**src/rtl/iter_compare.sv**
```systemverilog
// rtl/iter_compare.sv - multi-cycle MSB-first chunked signed/unsigned comparer with branch-take decision
// Optional macro: ITER_COMPARE_EARLY_EXIT_EN (stop scanning at the first differing chunk)
module iter_compare #(
  parameter int WIDTH = 32,
  parameter int CHUNK = 8
) (
  input  logic             clk,
  input  logic             reset,
  input  logic             in_valid,
  output logic             in_ready,
  input  logic [WIDTH-1:0] a,
  input  logic [WIDTH-1:0] b,
  input  logic             signed_cmp,
  input  logic [2:0]       cond,
  output logic             out_valid,
  input  logic             out_ready,
  output logic             eql,
  output logic             slt,
  output logic             take
);

  localparam int NCHUNK = WIDTH / CHUNK;
  localparam int IDX_W  = (NCHUNK > 1) ? $clog2(NCHUNK) : 1;
  localparam logic [IDX_W-1:0] IDX_LAST = IDX_W'(NCHUNK - 1);
  localparam logic [IDX_W-1:0] IDX_ZERO = '0;

  localparam logic [1:0] S_IDLE = 2'd0;
  localparam logic [1:0] S_SCAN = 2'd1;
  localparam logic [1:0] S_DONE = 2'd2;

  logic [1:0]       state;
  logic [WIDTH-1:0] a_r;
  logic [WIDTH-1:0] b_r;
  logic [2:0]       cond_r;
  logic [IDX_W-1:0] idx;

  // Operands are shifted left after every scanned chunk, so the chunk under
  // test is always the top CHUNK bits; idx only counts remaining chunks.
  logic [CHUNK-1:0] a_top;
  logic [CHUNK-1:0] b_top;
  logic             chunk_ne;
  logic             chunk_lt;
  logic             scan_done;
  logic             scan_eq;
  logic             scan_lt;

`ifndef ITER_COMPARE_EARLY_EXIT_EN
  // Full-scan build: remember the first (most significant) difference seen.
  logic found;
  logic lt_acc;
  logic found_n;
  logic lt_n;
`endif

  assign in_ready  = (state == S_IDLE);
  assign out_valid = (state == S_DONE);

  // Branch condition evaluation; reserved codes never take.
  function automatic logic eval_take(input logic [2:0] c, input logic eq, input logic lt);
    case (c)
      3'b000:  eval_take = eq;
      3'b001:  eval_take = !eq;
      3'b010:  eval_take = lt;
      3'b011:  eval_take = !lt;
      3'b100:  eval_take = lt | eq;
      3'b101:  eval_take = !lt & !eq;
      default: eval_take = 1'b0;
    endcase
  endfunction

  // Current-chunk compare and the scan step's completion/result decision.
  always_comb begin
    a_top    = a_r[WIDTH-1 -: CHUNK];
    b_top    = b_r[WIDTH-1 -: CHUNK];
    chunk_ne = (a_top != b_top);
    chunk_lt = (a_top < b_top);
`ifdef ITER_COMPARE_EARLY_EXIT_EN
    scan_done = chunk_ne || (idx == IDX_ZERO);
    scan_eq   = !chunk_ne;
    scan_lt   = chunk_lt;
`else
    found_n   = found | chunk_ne;
    lt_n      = found ? lt_acc : chunk_lt;
    scan_done = (idx == IDX_ZERO);
    scan_eq   = !found_n;
    scan_lt   = lt_n;
`endif
  end

  // Control FSM, operand capture/shift and registered result.
  always_ff @(posedge clk) begin
    if (reset) begin
      state  <= S_IDLE;
      a_r    <= '0;
      b_r    <= '0;
      cond_r <= '0;
      idx    <= '0;
      eql    <= 1'b0;
      slt    <= 1'b0;
      take   <= 1'b0;
`ifndef ITER_COMPARE_EARLY_EXIT_EN
      found  <= 1'b0;
      lt_acc <= 1'b0;
`endif
    end else begin
      case (state)
        S_IDLE: begin
          if (in_valid) begin
            // Flipping both sign bits maps two's-complement order onto unsigned order.
            a_r    <= a ^ (WIDTH'(signed_cmp) << (WIDTH - 1));
            b_r    <= b ^ (WIDTH'(signed_cmp) << (WIDTH - 1));
            cond_r <= cond;
            idx    <= IDX_LAST;
            state  <= S_SCAN;
`ifndef ITER_COMPARE_EARLY_EXIT_EN
            found  <= 1'b0;
            lt_acc <= 1'b0;
`endif
          end
        end
        S_SCAN: begin
          if (scan_done) begin
            eql   <= scan_eq;
            slt   <= scan_lt;
            take  <= eval_take(cond_r, scan_eq, scan_lt);
            state <= S_DONE;
          end else begin
            a_r <= a_r << CHUNK;
            b_r <= b_r << CHUNK;
            idx <= idx - IDX_W'(1);
`ifndef ITER_COMPARE_EARLY_EXIT_EN
            found  <= found_n;
            lt_acc <= lt_n;
`endif
          end
        end
        S_DONE: begin
          if (out_ready) begin
            state <= S_IDLE;
          end
        end
        default: state <= S_IDLE;
      endcase
    end
  end

endmodule

```
**config.mk**
```make
export PLATFORM = sky130hd
export DESIGN_NAME = iter_compare
export DESIGN_NICKNAME = d
export VERILOG_FILES = /design/src/rtl/iter_compare.sv
export SDC_FILE = /design/constraint.sdc
export NUM_CORES = 1
export LEC_CHECK = 0
export BUFFER_PORTS_ARGS = -buffer_cell sky130_fd_sc_hd__buf_2
export CORE_UTILIZATION = 45
export DETAILED_ROUTE_END_ITERATION = 10
export PLACE_DENSITY_LB_ADDON = 0.08
export SYNTH_ARGS = -nofsm -noshare
export SYNTH_HDL_FRONTEND = slang
export SYNTH_SLANG_ARGS = --single-unit
```
**constraint.sdc**
```tcl
create_clock -name clk -period 2.11 [get_ports clk]
set_input_delay 0.422 -clock clk [delete_from_list [all_inputs] [get_ports clk]]
set_output_delay 0.422 -clock clk [all_outputs]
set_load 0.01 [all_outputs]
```
After elaboration in Yosys (flattened, before gate mapping)

Index checks and enable logic that the tools add are counted.

Add/subtract/negate cells: 1
$lt $le $gt $ge: 1
Equal/unequal tests: 12
Multiplexer cells: 20
Bitwise logic cells: 5
Reductions and logical operators: 10

Operator list:

| kind                 | number |
|---|---|
| $mux W32             | 4 |
| $pmux W32 S2         | 2 |
| $xor A32 B32 Y32     | 2 |
| $mux W2              | 5 |
| $lt A8 B8 Y1         | 1 |
| $ne A8 B8 Y1         | 1 |
| $eq A3 B2 Y1 const B | 2 |
| $eq A3 B3 Y1 const B | 2 |
| $ne A2 B2 Y1 const B | 3 |
| $pmux W1 S6          | 1 |
| $pmux W2 S3          | 1 |
| $reduce_and A3 Y1    | 2 |
| $logic_not A2 Y1     | 2 |
| $mux W1              | 4 |
| $pmux W1 S2          | 2 |
| $pmux W2 S2          | 1 |
| $reduce_and A2 Y1    | 2 |
| $eq A3 B1 Y1 const B | 1 |
| $logic_not A3 Y1     | 1 |
| $eq A2 B1 Y1 const B | 1 |
| $eq A2 B2 Y1 const B | 1 |
| $logic_not A1 Y1     | 2 |
| $ne A2 B1 Y1 const B | 1 |
| $or A1 B1 Y1         | 2 |
| other kinds (3)      | 3 |

Bits in registers: 76
Bits of input ports: 72
Output and inout port bits: 5
Logic and storage cells: 59

Depth between registers and ports, before layout

Gate-level depths: netlist of the first run.

Depth in word-level cells: 5
Mapped depth: 9
Depth with buffers taken out: 8

Least setup slack after synthesis of the first run

OpenSTA, ideal clock, no wires.

Kind: register to register
From: reg b_r[31]
To: reg take
Arrival time: 1.728 ns
Required time: 1.965 ns
Slack: 0.237 ns
Stages on the path, launching flop included: 9
Buffers on the path: 0
Cells stage by stage: dfxtp_1 -> inv_1 -> ha_1 -> a211o_1 -> a31oi_1 -> a21oi_1 -> or2_2 -> a211oi_2 -> a311oi_2

Longest elaborated chain between the ends: 5
Elaborated cells on any way between the ends: 9
Those cells by class: 1 x order compare; 1 x eq/ne; 2 x mux; 3 x bitwise; 2 x reduce/logical

RTL lines:

| what                                                 | line       | RTL |
|---|---|---|
| start, declared                                      | 33         | `logic [WIDTH-1:0] b_r;` |
| start signal, assigned                               | 111        | `b_r <= b ^ (WIDTH'(signed_cmp) << (WIDTH - 1));` |
| start signal, assigned                               | 129        | `b_r <= b_r << CHUNK;` |
| $lt A8 B8 Y1 / $ne A8 B8 Y1 (equally long branches)  | 76, 75     |  |
| $mux W1 / $or A1 B1 Y1 (equally long branches)       | 83, 82     |  |
| $logic_not A1 Y1, on equally long branches           | 64, 66, 85 |  |
| $and A1 B1 Y1 / $or A1 B1 Y1 (equally long branches) | 66, 65     |  |
| $pmux W1 S6 *                                        | 60         | `case (c)` |
| end signal, assigned                                 | 125        | `take <= eval_take(cond_r, scan_eq, scan_lt);` |
| end, declared                                        | 19         | `output logic take` |

Every way passes the cells marked *; elsewhere a longest branch is shown, timed or not.
A chain may end at the register's enable or synchronous reset.

Worst setup path after layout of the first run

From: reg a_r[31]
To: reg take

Longest elaborated chain between the ends: 5
Elaborated cells on any way between the ends: 9
Those cells by class: 1 x order compare; 1 x eq/ne; 2 x mux; 3 x bitwise; 2 x reduce/logical

RTL lines:

| what                                                 | line       | RTL |
|---|---|---|
| start, declared                                      | 32         | `logic [WIDTH-1:0] a_r;` |
| start signal, assigned                               | 110        | `a_r <= a ^ (WIDTH'(signed_cmp) << (WIDTH - 1));` |
| start signal, assigned                               | 128        | `a_r <= a_r << CHUNK;` |
| $lt A8 B8 Y1 / $ne A8 B8 Y1 (equally long branches)  | 76, 75     |  |
| $mux W1 / $or A1 B1 Y1 (equally long branches)       | 83, 82     |  |
| $logic_not A1 Y1, on equally long branches           | 64, 66, 85 |  |
| $and A1 B1 Y1 / $or A1 B1 Y1 (equally long branches) | 66, 65     |  |
| $pmux W1 S6 *                                        | 60         |  |

Marks and branches as above.

==> results.cfg, run 1 <==
[detailed_routing]
drt-initial-drc-count = 104
avgRoutedWirePerCell_um = 14.0
antenna_left = 0
drc = 0
dr.pass1.iters = 4
dr_total_vias = 2749
wirelength_um = 7550
viasPerCell = 5.09

[placement]
numPortBuffers = 76
place_congestion = 0.808
hpwl_um = 5300
placed_cell_area_sq_um = 4110
place_ws_ns = 0.0468
dp.cells = 524

[floorplanning]
die_h_um = 91.7
die_area_sq_um = 8410
die_w_um = 91.7
start_util = 0.466
rows = 32
ios = 77
core_area_sq_um = 7770

[timing]
slew_headroom = 0.651
drv_slew = 0
fin_crit_ns = 2.03
grt_setup_unrepaired = no
timing.fmax_mhz = 492
setup_viol = 0
tns_ns = 0
setup_ws_ns = 0.0790
worstMarginPinSlew_ns = 0.519
whs_ns = 0.313
fin_crit_sh = 0.963
final-hold-violation-count = 0
finClkSkew_ns = 0.0104

[cts]
holdBufCountCts = 0
post_cts_buffers = 0
cts.htree.levels = 3
clock_path_buffers = 2
cts-root-buf = clkbuf_8
clock-sinks = 76
cts_tree = built
cts_made_buffers = 9
clkTransAtPathRegs_ns = 0.08
clk_latency_ns = 0.35

[finish]
final_area_sq_um = 4320
mostFrequentLayoutCells = nor2_1, dfxtp_1, buf_2
fin_util = 0.557
insertedDiodeCount = 0
syn_to_final_growth_pct = 19.5
stdcell_count = 540
seqCellArea_sq_um = 1520
final_common_cell = nor2_1
nets = 514
multi_input_area_sq_um = 1920
fillCellCount = 731
layout-drive-gt1-share = 0.342

[power]
switchingPower_mw = 1.19
seq_power_share = 0.445
power_density_nw_per_um2 = 892
p_leak_nw = 1.98
p_total_mw = 3.86
p_clk_frac = 0.288
swShare = 0.309
p_comb_frac = 0.267
internal_power_mw = 2.66
ir_worst_vdd_uv = 587

[critical_path]
critical_path.max_fanout = 3
worstPathRequired_ns = 2.31
end_kind = register
ff2ff_path_depth = 7
cp_data_arrival_time_ns = 2.23
startpoint_type = register
crit_type = register to register

[synth]
ys_seq_area_frac = 0.420
yosys-top-cells-area = dfxtp_1, a211oi_2, mux2i_1, nor2_1, a22oi_1
synthesis.nets = 446
postSynthCellCount = 365
synthDistinctLibCells = 34
ys_ff_latch = 76
synth.top_cell.area_share = 0.420
syn_area_per_cell_sq_um = 9.92
synth_top_area_cell = dfxtp_1
yosys_warnings = 0
syn-cell-area_sq_um = 3620

[global_routing]
grt_overflow = 0
grt_pass1_wl_um = 12400
grt_max_degree = 54
grt_pass1_vias = 2566
antenna_found_initial = 0
grt.total_usage = 0.190

[worst_hold_path]
whs_path_depth = 3
min_path_type = input port to register

[run_status]
outcome = completed

[job]
cap_violations = 0
==> cell families (layout without fill, tap and decap cells) <==
kind of cell,Yosys count,after routing,share of synthesized area
AOI/OAI and AO/OA,85,85,0.230
muxes,49,49,0.135
buffers and inverters,40,113,0.0584
adders and majority gates,9,9,0.0311
DFF,76,76,0.420
xor gates and xnor gates,2,2,0.00484
and+or+nand+nor,104,104,0.120
==> critical path, cell delays in order (launching register included) <==
cell and delay (ns):
dfxtp_1 0.40, ha_4 0.24, a211o_1 0.30, a31oi_2 0.18, a21oi_2 0.07, or2_2 0.32, a211oi_2 0.25, a311oi_2 0.12
==> power groups by stage <==
stage               registers, mW  clock network (mW)  logic (mW)
global placement             1.74                   0        1.00
global route                 1.74                1.21        1.14
CTS                          1.71                1.14        1.03
detailed placement           1.75                   0        1.02
floorplan                    1.72                   0       0.799
finish                       1.71                1.11        1.03
==> layer usage <==
| metal | global-route usage | up-vias | routed length (um) |
|---|---|---|---|
| met4 | 0.0913 | 0 | 112 |
| met2 | 0.278 | 48 | 3390 |
| met3 | 0.0299 | 10 | 244 |
| met5 | 0 | - | 0 |
| met1 | 0.271 | 1253 | 3810 |
| li1 | - | 1438 | - |
==> final timing paths <==
| path | startpoint | to | slack (ns) |
|---|---|---|---|
| max | a_r[31] | take | 0.08 |
| min | cond[2] | cond_r[2] | 0.31 |
| max reg2reg | a_r[31] | take | 0.08 |
| min reg2reg | b_r[31] | b_r[31] | 0.46 |
==> what timing repair did <==
item / in CTS / in global routing
endpoints found under the hold margin: 0 / 0
endpoints found under the setup margin: 0 / 1
gates resized for setup: 0 / 3
==> layout make-up <==
class / count / area share
Sequential cell: 76 / 0.352
Tap cell: 102 / 0.0295
Timing Repair Buffer: 86 / 0.120
Inverter: 11 / 0.00955
Clock inverter: 4 / 0.0113
Multi-Input combinational cell: 249 / 0.444
Clock buffer: 12 / 0.0336
==> flip-flops by register name, summed over array words and instances (netlist names) <==
signal  count
cond_r      3
b_r        32
eql         1
take        1
a_r        32
lt_acc      1
idx         2
slt         1
found       1
state       2
==> cell usage after synthesis <==
cell / count
nor2_1: 78
dfxtp_1: 76
mux2i_1: 49
a211oi_2: 41
a22oi_1: 16
inv_1: 11
nand2_1: 11
buf_2: 10
clkbuf_1: 10
a211oi_1: 9
ha_1: 9
a21oi_1: 8
buf_6: 6
nand2b_1: 3
nor2b_1: 3
nor3_1: 3
a221oi_1: 2
buf_1: 2
o211ai_1: 2
xnor2_1: 2
a211o_1: 1
a21o_1: 1
a311oi_2: 1
a31oi_1: 1
and2_1: 1
buf_4: 1
nand4_1: 1
nor2_4: 1
nor4_2: 1
o21a_1: 1
o21ai_0: 1
o21bai_1: 1
or2_1: 1
or2_2: 1
No activity file was read; power rests on OpenSTA's default activity.
==> inputs of run 2 (changes only) <==
--- a/config.mk
+++ b/config.mk
@@ -5,10 +5,11 @@
 export SDC_FILE = /design/constraint.sdc
 export NUM_CORES = 1
 export LEC_CHECK = 0
+export ABC_AREA = 1
 export BUFFER_PORTS_ARGS = -buffer_cell sky130_fd_sc_hd__buf_2
 export CORE_UTILIZATION = 45
 export DETAILED_ROUTE_END_ITERATION = 10
-export PLACE_DENSITY_LB_ADDON = 0.08
+export PLACE_DENSITY = 0.69
 export SYNTH_ARGS = -nofsm -noshare
 export SYNTH_HDL_FRONTEND = slang
 export SYNTH_SLANG_ARGS = --single-unit
==> run 2 against run 1 <==
Effect of this change: critical path depth grew 6; largest cell class unchanged; sequential cell count is the same; sequential power is essentially flat; fmax grew 20%; count of clock-buffer cells in the layout grew 4; synthesized cell count grew 23%; highest routed layer unchanged; non-clock buffer count shrank 1; sequential share of layout area grew 3.1 points; critical path type unchanged; via count grew 12%; register-to-register slack gained 0.34 ns; critical endpoint unchanged; utilization grew 1.5 points.
==> results.cfg, run 2 <==
[synth]
synth.top_cell.area_share = 0.459
postSynthCellCount = 449
yosys-top-cells-area = dfxtp_1, nand2_1, a31oi_1, o21ai_1, a21oi_1
synth_top_area_cell = dfxtp_1
synthesis.nets = 530
synth_top_family_by_area = compound AO/OA/AOI/OAI gates
ys_ff_latch = 76
yosys.area_share.xor_xnor = 0.00529
synthDistinctLibCells = 24
syn_area_per_cell_sq_um = 7.38
syn-cell-area_sq_um = 3310
synth_fa_ha_area_frac = 0.0340
synthFlopType = dfxtp_1
synth_compound_area_frac = 0.216
yosysMostFrequentCell = nand2_1
synthMuxAreaShare = 0
synth_edf_count = 0
async_flop_share = 0
synth_commonest_cells = nand2_1, dfxtp_1, o21ai_1, a31oi_1, a21oi_1
yosys_warnings = 0
synthSimpleGateAreaFrac = 0.211
ys_seq_area_frac = 0.459

[floorplanning]
ios = 77
die_area_sq_um = 7710
die_w_um = 87.8
rows = 30
start_util = 0.477
core_area_sq_um = 6940
die_h_um = 87.8

[placement]
hpwl_um = 5160
place_congestion = 0.791
numPortBuffers = 76
place_ws_ns = 0.441

[run_status]
outcome = completed

[job]
cap_violations = 0

[global_routing]
antenna_found_initial = 0
grt_pass1_vias = 2780
grt.total_usage = 0.208
grt_overflow = 0
grt_max_degree = 55
grt_pass1_wl_um = 12300

[timing]
setup_viol = 0
final-hold-violation-count = 0
worstMarginPinSlew_ns = 0.495
finClkSkew_ns = 0.00693
timing.fmax_mhz = 593
tns_ns = 0
fin_crit_sh = 0.799
setup_ws_ns = 0.423
grt_setup_unrepaired = no
fin_crit_ns = 1.69
slew_headroom = 0.670
drv_slew = 0

[cts]
cts_tree = built
cts-root-buf = clkbuf_8
clock-sinks = 76
cts_made_buffers = 9
cts_resized = 0
clkTransAtPathRegs_ns = 0.07
clock_path_buffers = 2
clk_latency_ns = 0.34
holdBufCountCts = 0
cts.htree.levels = 3
post_cts_buffers = 0

[critical_path]
crit_buf_inv = 1
worstPathRequired_ns = 2.39
end_kind = register
startpoint_type = register
crit_start = b_r[29]
cpPeakStageDelay_ns = 0.34
critical_path.max_fanout = 4
rrSetupSlack_ns = 0.42
crit_type = register to register
cp_cell_sequence = inv_1 -> ha_1 -> a21oi_1 -> nor2_1 -> nor2_1 -> nand2_1 -> nand2_1 -> nand2_1 -> nand2_1 -> nand2_1 -> nand3_1 -> nand2_1 -> a21oi_1
ff2ff_path_depth = 13
crit_family = simple AND/OR/NAND/NOR gates
slowest_stage = dfxtp_1
reg2reg_from = b_r[29]
cp_data_arrival_time_ns = 1.97
reg2reg_to = take
crit_top_cell = nand2_1

[detailed_routing]
drt-initial-drc-count = 224
antenna_left = 0
wirelength_um = 7450
viasPerCell = 4.99
drc = 0
dr_total_vias = 3071
dr.pass1.iters = 4
avgRoutedWirePerCell_um = 12.1

[finish]
fillCellCount = 691
fin_util = 0.572
reg_top3 = a_r x32, b_r x32, cond_r x3
mostFrequentLayoutCells = nand2_1, dfxtp_1, buf_2
nets = 596
seqCellArea_sq_um = 1520
final_common_cell = nand2_1
multi_input_area_sq_um = 1550
insertedDiodeCount = 0
layout-drive-gt1-share = 0.210
syn_to_final_growth_pct = 19.9

[worst_hold_path]
hold_end = b_r[1]
min_path_type = input port to register
min_from = b[1]
whs_path_depth = 3

[power]
ir_worst_vdd_uv = 539
p_leak_nw = 1.75
power_density_nw_per_um2 = 898
[run 2: cell count changes in the layout (fill, tap and decap cells not counted), sizes merged, moves of 3 or more]
cell / before / now
clkbuf: 12 / 16
a31oi: 1 / 48
o21ai: 1 / 54
a211oi: 50 / 0
nand3: 0 / 3
a22oi: 16 / 0
nand2: 11 / 157
inv: 11 / 25
clkinv: 3 / 0
nor2: 79 / 14
mux2i: 49 / 0
nand2b: 3 / 0
nor2b: 3 / 0
a21oi: 8 / 26
[run 2: where the power goes]
group	internal [mW]	leakage, nW	switching, mW	total (mW)
sequential	1.61	0.628	0.0972	1.71
combinational	0.303	1.02	0.459	0.763
clock	0.591	0.103	0.502	1.09
total	2.50	1.75	1.06	3.56
[run 2: worst max path at each step]
stage / to / slack (ns) / depth (start not counted)
after global routing: take / 0.23 / 13
final: take / 0.42 / 13
after global placement: take / 0.44 / 13
after CTS: take / 0.41 / 13
after detailed placement: take / 0.44 / 13
after floorplan: take / 0.66 / 13
[run 2: cell type report]
class,instances,area share
Multi-Input combinational cell,318,0.390
Sequential cell,76,0.383
Inverter,25,0.0243
Timing Repair Buffer,85,0.122
Tap cell,96,0.0303
Clock buffer,16,0.0504
[run 2: per-stage QoR]
| stage | instance area, sq um | power, mW | std cells | hold WS, ns |
|---|---|---|---|---|
| 2_1_floorplan | 3310 | 2.28 | 449 | 0.429 |
| 3_3_place_gp | 3770 | 2.49 | 600 | 0.441 |
| 3_5_place_dp | 3770 | 2.51 | 600 | 0.447 |
| 4_1_cts | 3970 | 3.59 | 616 | 0.311 |
| 5_1_grt | 3970 | 3.78 | 616 | 0.324 |
| 6_report | 3970 | 3.56 | 616 | 0.324 |
[run 2: worst min-delay path, cell delays in order]
cell     delay, ns
buf_2         0.09
nand2_1       0.05
a21oi_1       0.05
[run 2: kinds of logic (layout without fill, tap and decap cells)]
kind of cell               count (synthesis)  after routing
xor gates and xnor gates                   2              2
buffers and inverters                     55            126
DFF                                       76             76
and+or+nand+nor                          177            177
adders and majority gates                  9              9
AOI/OAI and AO/OA                        130            130
[run 2: per-layer routing]
metal | GRT usage | vias to the layer above | wire length (um)
met5 | 0 | - | 0
met4 | 0.106 | 0 | 141
met3 | 0.0292 | 12 | 268
met2 | 0.347 | 58 | 3480
met1 | 0.261 | 1362 | 3570
li1 | - | 1639 | -
